**src/rtl/uart_tx_fifo_if.sv**
```systemverilog
// -----------------------------------------------------------------------------
// uart_tx_fifo_if
//
// Bundles the producer-facing write port and the transmitter-facing load port
// of uart_tx_fifo. Signal names keep the i_/o_ prefixes as seen from the FIFO,
// so the same names appear in the FIFO body and in any bound checker.
//
// Handshake semantics:
//   Write side: i_wr is a strobe, one word per cycle while high. There is no
//   per-beat ready; the producer watches o_full. A write presented while
//   o_full=1 is dropped and reported by a one-cycle o_overflow pulse.
//   Transmit side: i_tx_available high means the transmitter is idle.
//   o_tx_data_ready is a one-cycle load pulse, only ever raised in a cycle
//   where i_tx_available was high at the launching edge; o_tx_data is valid
//   during that pulse and holds until the next load.
//
// Modports:
//   master : producer + transmitter side (drives i_*, observes o_*)
//   slave  : the FIFO itself (drives o_*, observes i_*)
// -----------------------------------------------------------------------------
interface uart_tx_fifo_if #(
    parameter int DATA_BITS       = 8,
    parameter int FIFO_DEPTH_LOG2 = 4
);
    // Producer write port
    logic                       i_wr;
    logic [DATA_BITS-1:0]       i_wdata;
    logic                       o_full;
    logic                       o_empty;
    logic [FIFO_DEPTH_LOG2:0]   o_count;
    logic                       o_overflow;

    // Transmitter load port
    logic                       i_tx_available;
    logic [DATA_BITS-1:0]       o_tx_data;
    logic                       o_tx_data_ready;

    modport master (
        output i_wr,
        output i_wdata,
        output i_tx_available,
        input  o_full,
        input  o_empty,
        input  o_count,
        input  o_overflow,
        input  o_tx_data,
        input  o_tx_data_ready
    );

    modport slave (
        input  i_wr,
        input  i_wdata,
        input  i_tx_available,
        output o_full,
        output o_empty,
        output o_count,
        output o_overflow,
        output o_tx_data,
        output o_tx_data_ready
    );
endinterface

```
**src/rtl/uart_tx_fifo.sv**
```systemverilog
// -----------------------------------------------------------------------------
// uart_tx_fifo
//
// Transmit-side buffer in front of the UART transmitter. Producers push bytes
// at any rate into a circular register FIFO; a small FSM hands them to the
// transmitter one at a time with a single-cycle load pulse, then waits for the
// transmitter to go busy and come back idle before offering the next byte.
//
// Ports:
//   i_clock  : system clock, all logic on the rising edge
//   i_reset  : synchronous, active-high reset; overrides everything
//   bus      : uart_tx_fifo_if.slave
//                i_wr / i_wdata        write strobe and data
//                o_full / o_empty      decoded from registered count
//                o_count               current occupancy (0..2^FIFO_DEPTH_LOG2)
//                o_overflow            one-cycle pulse, write dropped (full)
//                i_tx_available        transmitter idle
//                o_tx_data             registered byte for the transmitter
//                o_tx_data_ready       registered one-cycle load pulse
//   o_state  : debug view of the one-hot FSM state
//                3'b001 IDLE, 3'b010 WAIT_BUSY, 3'b100 WAIT_DONE
//
// The bus interface must be instantiated with the same DATA_BITS and
// FIFO_DEPTH_LOG2 as this module.
// -----------------------------------------------------------------------------
module uart_tx_fifo #(
    parameter int DATA_BITS       = 8,
    parameter int FIFO_DEPTH_LOG2 = 4
) (
    input  logic                 i_clock,
    input  logic                 i_reset,
    uart_tx_fifo_if.slave        bus,
    output logic [2:0]           o_state
);

    localparam int DEPTH = 1 << FIFO_DEPTH_LOG2;
    localparam int CW    = FIFO_DEPTH_LOG2 + 1;
    localparam int PW    = FIFO_DEPTH_LOG2;

    localparam logic [CW-1:0] COUNT_ZERO = '0;
    localparam logic [CW-1:0] COUNT_ONE  = CW'(1);
    localparam logic [CW-1:0] COUNT_FULL = CW'(DEPTH);
    localparam logic [PW-1:0] PTR_ONE    = PW'(1);

    typedef enum logic [2:0] {
        IDLE      = 3'b001,
        WAIT_BUSY = 3'b010,
        WAIT_DONE = 3'b100
    } state_t;

    // -------------------------------------------------------------------------
    // Storage and bookkeeping
    // -------------------------------------------------------------------------
    logic [DATA_BITS-1:0] mem [DEPTH];
    logic [PW-1:0]        wr_ptr_q;
    logic [PW-1:0]        rd_ptr_q;
    logic [CW-1:0]        count_q;
    logic                 overflow_q;
    logic [DATA_BITS-1:0] tx_data_q;
    logic                 tx_data_ready_q;

    state_t               state_q;
    state_t               state_d;
    logic                 pop;

    logic                 full;
    logic                 empty;
    logic                 wr_accept;
    logic                 wr_drop;

    // Status comes only from the registered count, so o_full/o_empty have no
    // combinational path from i_wr.
    assign full  = (count_q == COUNT_FULL);
    assign empty = (count_q == COUNT_ZERO);

    // Acceptance looks only at the pre-edge full flag; a pop on the same edge
    // does not make room for a write that arrives while full.
    assign wr_accept = bus.i_wr && !full;
    assign wr_drop   = bus.i_wr &&  full;

    // -------------------------------------------------------------------------
    // FSM: state register
    // -------------------------------------------------------------------------
    always_ff @(posedge i_clock) begin
        if (i_reset) begin
            state_q <= IDLE;
        end else begin
            state_q <= state_d;
        end
    end

    // -------------------------------------------------------------------------
    // FSM: next state and pop decision
    //
    // The pop is only taken on the edge that leaves IDLE. Because count_q is
    // registered, a word written on edge N first becomes visible to this
    // decision for edge N+1, so there is no write-through path.
    // -------------------------------------------------------------------------
    always_comb begin
        state_d = state_q;
        pop     = 1'b0;
        unique case (state_q)
            IDLE: begin
                if (!empty && bus.i_tx_available) begin
                    pop     = 1'b1;
                    state_d = WAIT_BUSY;
                end
            end
            WAIT_BUSY: begin
                // Transmitter has to acknowledge the load by going busy.
                if (!bus.i_tx_available) begin
                    state_d = WAIT_DONE;
                end
            end
            WAIT_DONE: begin
                if (bus.i_tx_available) begin
                    state_d = IDLE;
                end
            end
            default: begin
                state_d = IDLE;
            end
        endcase
    end

    // -------------------------------------------------------------------------
    // Pointers and occupancy
    // -------------------------------------------------------------------------
    always_ff @(posedge i_clock) begin
        if (i_reset) begin
            wr_ptr_q <= '0;
            rd_ptr_q <= '0;
            count_q  <= '0;
        end else begin
            // Pointers are exactly log2(depth) wide and wrap naturally.
            if (wr_accept) begin
                wr_ptr_q <= wr_ptr_q + PTR_ONE;
            end
            if (pop) begin
                rd_ptr_q <= rd_ptr_q + PTR_ONE;
            end
            unique case ({wr_accept, pop})
                2'b10:   count_q <= count_q + COUNT_ONE;
                2'b01:   count_q <= count_q - COUNT_ONE;
                default: count_q <= count_q;
            endcase
        end
    end

    // Array carries no reset; reset discards contents through the pointers.
    always_ff @(posedge i_clock) begin
        if (!i_reset && wr_accept) begin
            mem[wr_ptr_q] <= bus.i_wdata;
        end
    end

    // -------------------------------------------------------------------------
    // Registered outputs
    // -------------------------------------------------------------------------
    always_ff @(posedge i_clock) begin
        if (i_reset) begin
            overflow_q      <= 1'b0;
            tx_data_q       <= '0;
            tx_data_ready_q <= 1'b0;
        end else begin
            overflow_q      <= wr_drop;
            // The load pulse mirrors the pop, so it lasts exactly one cycle and
            // can only follow an edge where the transmitter was available.
            tx_data_ready_q <= pop;
            // Data is held after the pulse until the next pop.
            if (pop) begin
                tx_data_q <= mem[rd_ptr_q];
            end
        end
    end

    assign bus.o_full          = full;
    assign bus.o_empty         = empty;
    assign bus.o_count         = count_q;
    assign bus.o_overflow      = overflow_q;
    assign bus.o_tx_data       = tx_data_q;
    assign bus.o_tx_data_ready = tx_data_ready_q;

    assign o_state = state_q;

endmodule

```
**src/flat_wrapper.sv**
```systemverilog
// flat-port wrapper written by rule: the top's interface ports become plain ports
module uart_tx_fifo_flat 
#(
    parameter int DATA_BITS       = 8,
    parameter int FIFO_DEPTH_LOG2 = 4
)
  (i_clock, i_reset, o_state, bus_i_wr, bus_i_wdata, bus_i_tx_available, bus_o_full, bus_o_empty, bus_o_count, bus_o_overflow, bus_o_tx_data, bus_o_tx_data_ready);
  uart_tx_fifo_if #(.DATA_BITS(DATA_BITS), .FIFO_DEPTH_LOG2(FIFO_DEPTH_LOG2)) bus_i ();
  input  logic i_clock;
  input  logic i_reset;
  output logic [2:0] o_state;
  input wire logic [$bits(bus_i.i_wr)-1:0] bus_i_wr;
  input wire logic [$bits(bus_i.i_wdata)-1:0] bus_i_wdata;
  input wire logic [$bits(bus_i.i_tx_available)-1:0] bus_i_tx_available;
  output wire logic [$bits(bus_i.o_full)-1:0] bus_o_full;
  output wire logic [$bits(bus_i.o_empty)-1:0] bus_o_empty;
  output wire logic [$bits(bus_i.o_count)-1:0] bus_o_count;
  output wire logic [$bits(bus_i.o_overflow)-1:0] bus_o_overflow;
  output wire logic [$bits(bus_i.o_tx_data)-1:0] bus_o_tx_data;
  output wire logic [$bits(bus_i.o_tx_data_ready)-1:0] bus_o_tx_data_ready;
  assign bus_i.i_wr = bus_i_wr;
  assign bus_i.i_wdata = bus_i_wdata;
  assign bus_i.i_tx_available = bus_i_tx_available;
  assign bus_o_full = bus_i.o_full;
  assign bus_o_empty = bus_i.o_empty;
  assign bus_o_count = bus_i.o_count;
  assign bus_o_overflow = bus_i.o_overflow;
  assign bus_o_tx_data = bus_i.o_tx_data;
  assign bus_o_tx_data_ready = bus_i.o_tx_data_ready;
  uart_tx_fifo #(.DATA_BITS(DATA_BITS), .FIFO_DEPTH_LOG2(FIFO_DEPTH_LOG2)) u_core (.i_clock(i_clock), .i_reset(i_reset), .bus(bus_i), .o_state(o_state));
endmodule
```
**config.mk**
```make
export PLATFORM = sky130hd
export DESIGN_NAME = uart_tx_fifo_flat
export DESIGN_NICKNAME = d
export VERILOG_FILES = /design/src/rtl/uart_tx_fifo_if.sv /design/src/rtl/uart_tx_fifo.sv /design/src/flat_wrapper.sv
export SDC_FILE = /design/constraint.sdc
export NUM_CORES = 1
export LEC_CHECK = 0
export CAP_MARGIN = 15
export CELL_PAD_IN_SITES_DETAIL_PLACEMENT = 0
export CELL_PAD_IN_SITES_GLOBAL_PLACEMENT = 1
export CORE_AREA = 2 2 120 122
export CTS_CLUSTER_DIAMETER = 120
export DETAILED_ROUTE_END_ITERATION = 12
export DIE_AREA = 0 0 122 124
export HOLD_SLACK_MARGIN = 0.02
export PLACE_DENSITY_LB_ADDON = 0.15
export SLEW_MARGIN = 20
export SYNTH_ARGS = -nofsm -noshare
export SYNTH_HDL_FRONTEND = slang
export SYNTH_SLANG_ARGS = --single-unit
```
**constraint.sdc**
```tcl
create_clock -name i_clock -period 2.7 [get_ports i_clock]
set_input_delay 0.27 -clock i_clock [delete_from_list [all_inputs] [get_ports i_clock]]
set_output_delay 0.27 -clock i_clock [all_outputs]
set_load 0.005 [all_outputs]
```
==> results.txt <==
The full die area was 15,100 µm²; the number of synthesized register bits was 154. For the final routed database, the setup TNS stands at 0 ns. The fraction of registers with async set/reset was 0; the count of cell types in the netlist was 41. For the max-slew violation count, the log shows 0. Counting every sink on the clock net gives 154. From synthesis to final layout, the design area changed by 19.2%. The number of filler instances in the final layout is 1,124.

After the first detailed-routing iteration, the DRC count stood at 241. The logs give 0 for the count of synthesis-stage warnings from yosys and 0.368 for the part of the power in the clock network. For the design internal power, the log shows 4.74 mW.

After synthesis, the most frequently instantiated cells are sky130_fd_sc_hd__edfxtp_1, sky130_fd_sc_hd__mux2i_1, sky130_fd_sc_hd__nor2_1, sky130_fd_sc_hd__dfxtp_1, sky130_fd_sc_hd__nand2_1. Proportion of layout cells with a drive suffix above 1: 0.177. The tools report the detailed-router iteration count before antenna repair as 5. In this run the power density over the cells is 851 nW/µm². Among all cell types in the netlist, the one instantiated most often is sky130_fd_sc_hd__edfxtp_1. TritonCTS built the clock tree. By area the synthesized netlist is led by sky130_fd_sc_hd__edfxtp_1, sky130_fd_sc_hd__dfxtp_1, sky130_fd_sc_hd__mux2i_1, sky130_fd_sc_hd__mux4_2, sky130_fd_sc_hd__nor2_1. For the portion of the post-synthesis area used by sequential elements, the log shows 0.700. Clock skew on the completed layout was measured at 0.00832 ns.

The cell area after placement came out at 6840 µm². The worst min-delay path category was in -> reg. The predominant post-synthesis flop cell is sky130_fd_sc_hd__edfxtp_1. The maximum number of pins on one net before global-route repair is 49.

The number of placed I/O pins is 32, and the clock period minus worst slack is 2.43 ns. The worst-path maximum fanout is 8. The proportion of power drawn by flip-flops and latches came out at 0.447.

In this run the static leakage power is 2.41 nW. For hold timing, the worst endpoint is u_core.bus.o_overflow. The HPWL after detailed placement came out at 8.17 mm.

Worst reg2reg path endpoint: u_core.bus.o_count[4]. The H-tree was split into 4 levels. Number of diodes: 0. Data on the critical path arrives at its endpoint at 2.72 ns. Across the VDD grid, the largest voltage drop is 0.477 mV.

The final-report hold violation count was 0. The flow ran to the end, and the final reports show no timing, DRC or antenna violations. The run gives 0 as the post-cts hold buffer count. The global-route wire length before repair is 19.8 mm, and the total wire length after detailed routing is 12.7 mm. The fraction of power spent switching nets was 0.251; the count of flip-flops with a built-in enable after synthesis was 128. The region available for standard cell placement spans 13,700 µm².

For the number of rows created at floorplan, the log shows 43. Number of buffers added on ports: 31. STA classifies the critical path endpoint as a register. After the last flow step, the layout net total stands at 459. For the relative slew slack, the log shows 0.497.

In this run the remaining antenna-violating nets after routing total 0. Number of buffers created by CTS: 17. The number of nets in the synthesized netlist is 401.

The horizontal extent of the die is 122 µm, and the insertion delay of the later-clocked pin in the worst-skew pair is 0.42 ns. Detailed routing inserted a total of 3,408 vias. The run gives 0 as the initial antenna violation count. For this run, design rule violations remaining after detail routing come to 0. The run gives 0 as the setup violation total in the final timing report. Area fraction of the dominant cell type after synthesis: 0.616. The gate count after technology mapping came out at 381. The critical setup path kind is reg -> reg. The startpoint identified for the worst hold timing path is bus_i_wr. The effective utilization at floorplan came out at 0.455. The part of the power in combinational logic came out at 0.185.

The clock passes through at most 2 buffers. The tools report the startpoint of the most critical register-to-register path as u_core.bus.o_count[3]. The logs give 0.185 for the global router's overall resource usage and 3,381 for the via count of the first global-routing pass. The cell area after layout is 7430 µm², and the share of the cycle needed by the critical path after routing is 0.898. The clock transition at the registers of the reported paths is 0.06 ns. The depth of the worst hold-timing path came out at 2. The total overflow left after global routing is 0.

The tools report the startpoint class of the critical path as a register. The critical path launch point was u_core.bus.o_count[3]. Dividing the detail-routed via count by the number of cells gives 5.39. In this run the power spent charging and discharging nets is 1.59 mW.

In this run the cell area of the synthesized design comes to 6240 µm². Dividing the synthesized area by the synthesized cell count gives 16.4 µm². The tool flagged a number of max-cap violations equal to 0. Summed over all instances, the cell type with the most area after synthesis is sky130_fd_sc_hd__edfxtp_1. The root buffer cell chosen for the clock tree is sky130_fd_sc_hd__clkbuf_16. Across all register-to-register paths, the minimum setup slack is 0.27 ns. The critical path required time was 2.99 ns. The routability congestion estimate from global placement is 0.757, and the fmax is 0.412 GHz.

Setup repair after global routing left no endpoint under its margin. The worst register-to-register path has a depth of 12. For the pin with the worst max-slew slack, the measured transition is 0.754 ns.

The routed length per instance works out to 20.0 µm. Die span in y: 124 µm.
## timing repair
action                     4_1_cts  5_1_grt
setup endpoints to repair        0        1
gates resized for setup          0        1
setup buffers                    0        1
## worst max-delay path by stage
stage,end,slack (ns),depth (start not counted)
CTS,u_core.bus.o_count[4],0.23,10
finish,u_core.bus.o_count[4],0.27,12
floorplan,u_core.bus.o_count[4],0.14,12
global placement,u_core.bus.o_count[4],0.13,10
detailed placement,u_core.bus.o_count[4],0.11,10
global route,u_core.bus.o_count[4],0.005,12
## power by group through the flow
stage | Combinational, mW | Clock, mW | Sequential [mW]
finish | 1.17 | 2.33 | 2.83
global route | 1.29 | 2.48 | 2.85
CTS | 1.16 | 2.38 | 2.83
detailed placement | 1.15 | 0 | 2.88
global placement | 1.13 | 0 | 2.87
floorplan | 0.739 | 0 | 2.84
## cell families (layout without fill, tap and decap cells)
family	after synthesis	after routing	synth area share
flops	154	154	0.700
simple gates	81	81	0.0636
mux	53	53	0.124
compound gates	46	46	0.0526
buf+inv	28	99	0.0289
xor+xnor	11	11	0.0154
fa+ha+maj	8	8	0.0160
## flip-flops by register name, indices dropped and copies added (netlist names)
register and flops:
u_core.bus.o_tx_data_ready 1, u_core.bus.o_overflow 1, u_core.rd_ptr_q 4, u_core.bus.o_count 5
u_core.mem 128, u_core.bus.o_tx_data 8, u_core.wr_ptr_q 4, u_core.o_state 3
## area by class of cell
type | instances | area (µm²) | area share
repair buffers | 60 | 541 | 0.0727
clock inverters | 14 | 154 | 0.0207
flip-flops and latches | 154 | 4370 | 0.587
well taps | 180 | 225 | 0.0303
inverters | 7 | 26.3 | 0.00353
clock buffers | 18 | 429 | 0.0577
multi-input cells | 199 | 1690 | 0.228
## worst max-delay path, cell delays in order, from the launching register on
cell	delay (ns)
sky130_fd_sc_hd__dfxtp_2	0.41
sky130_fd_sc_hd__nor4_4	0.05
sky130_fd_sc_hd__buf_4	0.15
sky130_fd_sc_hd__a21boi_2	0.17
sky130_fd_sc_hd__inv_2	0.08
sky130_fd_sc_hd__ha_1	0.23
sky130_fd_sc_hd__xor2_1	0.15
sky130_fd_sc_hd__ha_1	0.20
sky130_fd_sc_hd__a21oi_2	0.18
sky130_fd_sc_hd__o22ai_1	0.12
sky130_fd_sc_hd__a222oi_1	0.36
sky130_fd_sc_hd__or3_1	0.16
sky130_fd_sc_hd__a21oi_1	0.06
## cell usage in the layout (no fill, tap or decap), types with 2 or more instances in the layout
cell type,netlist,final
sky130_fd_sc_hd__xor2_1,7,7
sky130_fd_sc_hd__mux4_2,14,14
sky130_fd_sc_hd__inv_1,5,5
sky130_fd_sc_hd__nand3b_1,2,2
sky130_fd_sc_hd__or3_1,2,2
sky130_fd_sc_hd__or4_1,2,2
sky130_fd_sc_hd__o21ai_0,3,3
sky130_fd_sc_hd__mux4_1,4,4
sky130_fd_sc_hd__nor2b_1,3,3
sky130_fd_sc_hd__nor3_1,6,6
sky130_fd_sc_hd__a21oi_1,7,7
sky130_fd_sc_hd__clkinv_1,0,3
sky130_fd_sc_hd__nor2_1,34,34
sky130_fd_sc_hd__xnor2_1,4,4
sky130_fd_sc_hd__a311oi_1,14,14
sky130_fd_sc_hd__dfxtp_2,0,2
sky130_fd_sc_hd__mux2i_1,34,34
sky130_fd_sc_hd__buf_4,4,28
sky130_fd_sc_hd__o22ai_1,16,16
sky130_fd_sc_hd__nand2b_1,6,6
sky130_fd_sc_hd__clkdlybuf4s50_1,0,31
sky130_fd_sc_hd__clkinv_2,0,4
sky130_fd_sc_hd__clkbuf_16,0,17
sky130_fd_sc_hd__nand4_1,2,2
sky130_fd_sc_hd__bufinv_16,0,3
sky130_fd_sc_hd__edfxtp_1,128,128
sky130_fd_sc_hd__nand2_1,18,18
sky130_fd_sc_hd__inv_2,2,2
sky130_fd_sc_hd__clkinvlp_4,0,2
sky130_fd_sc_hd__ha_1,8,8
sky130_fd_sc_hd__nor4b_1,2,2
sky130_fd_sc_hd__dfxtp_1,26,24
## through the flow
stage / setup slack [ns] / power, mW / cells / hold slack [ns] / utilization
after floorplan: 0.142 / 3.58 / 381 / 0.347 / -
after detailed placement: 0.107 / 4.03 / 599 / 0.482 / 0.499
after CTS: 0.226 / 6.37 / 631 / 0.443 / 0.541
final: 0.275 / 6.33 / 632 / 0.463 / 0.542
after global routing: 0.00453 / 6.62 / 632 / 0.483 / 0.542
after global placement: 0.134 / 4.01 / 599 / 0.488 / 0.499
## layer usage
layer | global-route usage | up-vias | wire length, µm
li1 | - | 1612 | -
met1 | 0.249 | 1702 | 5770
met2 | 0.293 | 77 | 6070
met3 | 0.0426 | 17 | 627
met4 | 0.0776 | 0 | 187
met5 | 0 | - | 0
(Power assumes the default switching activity.)
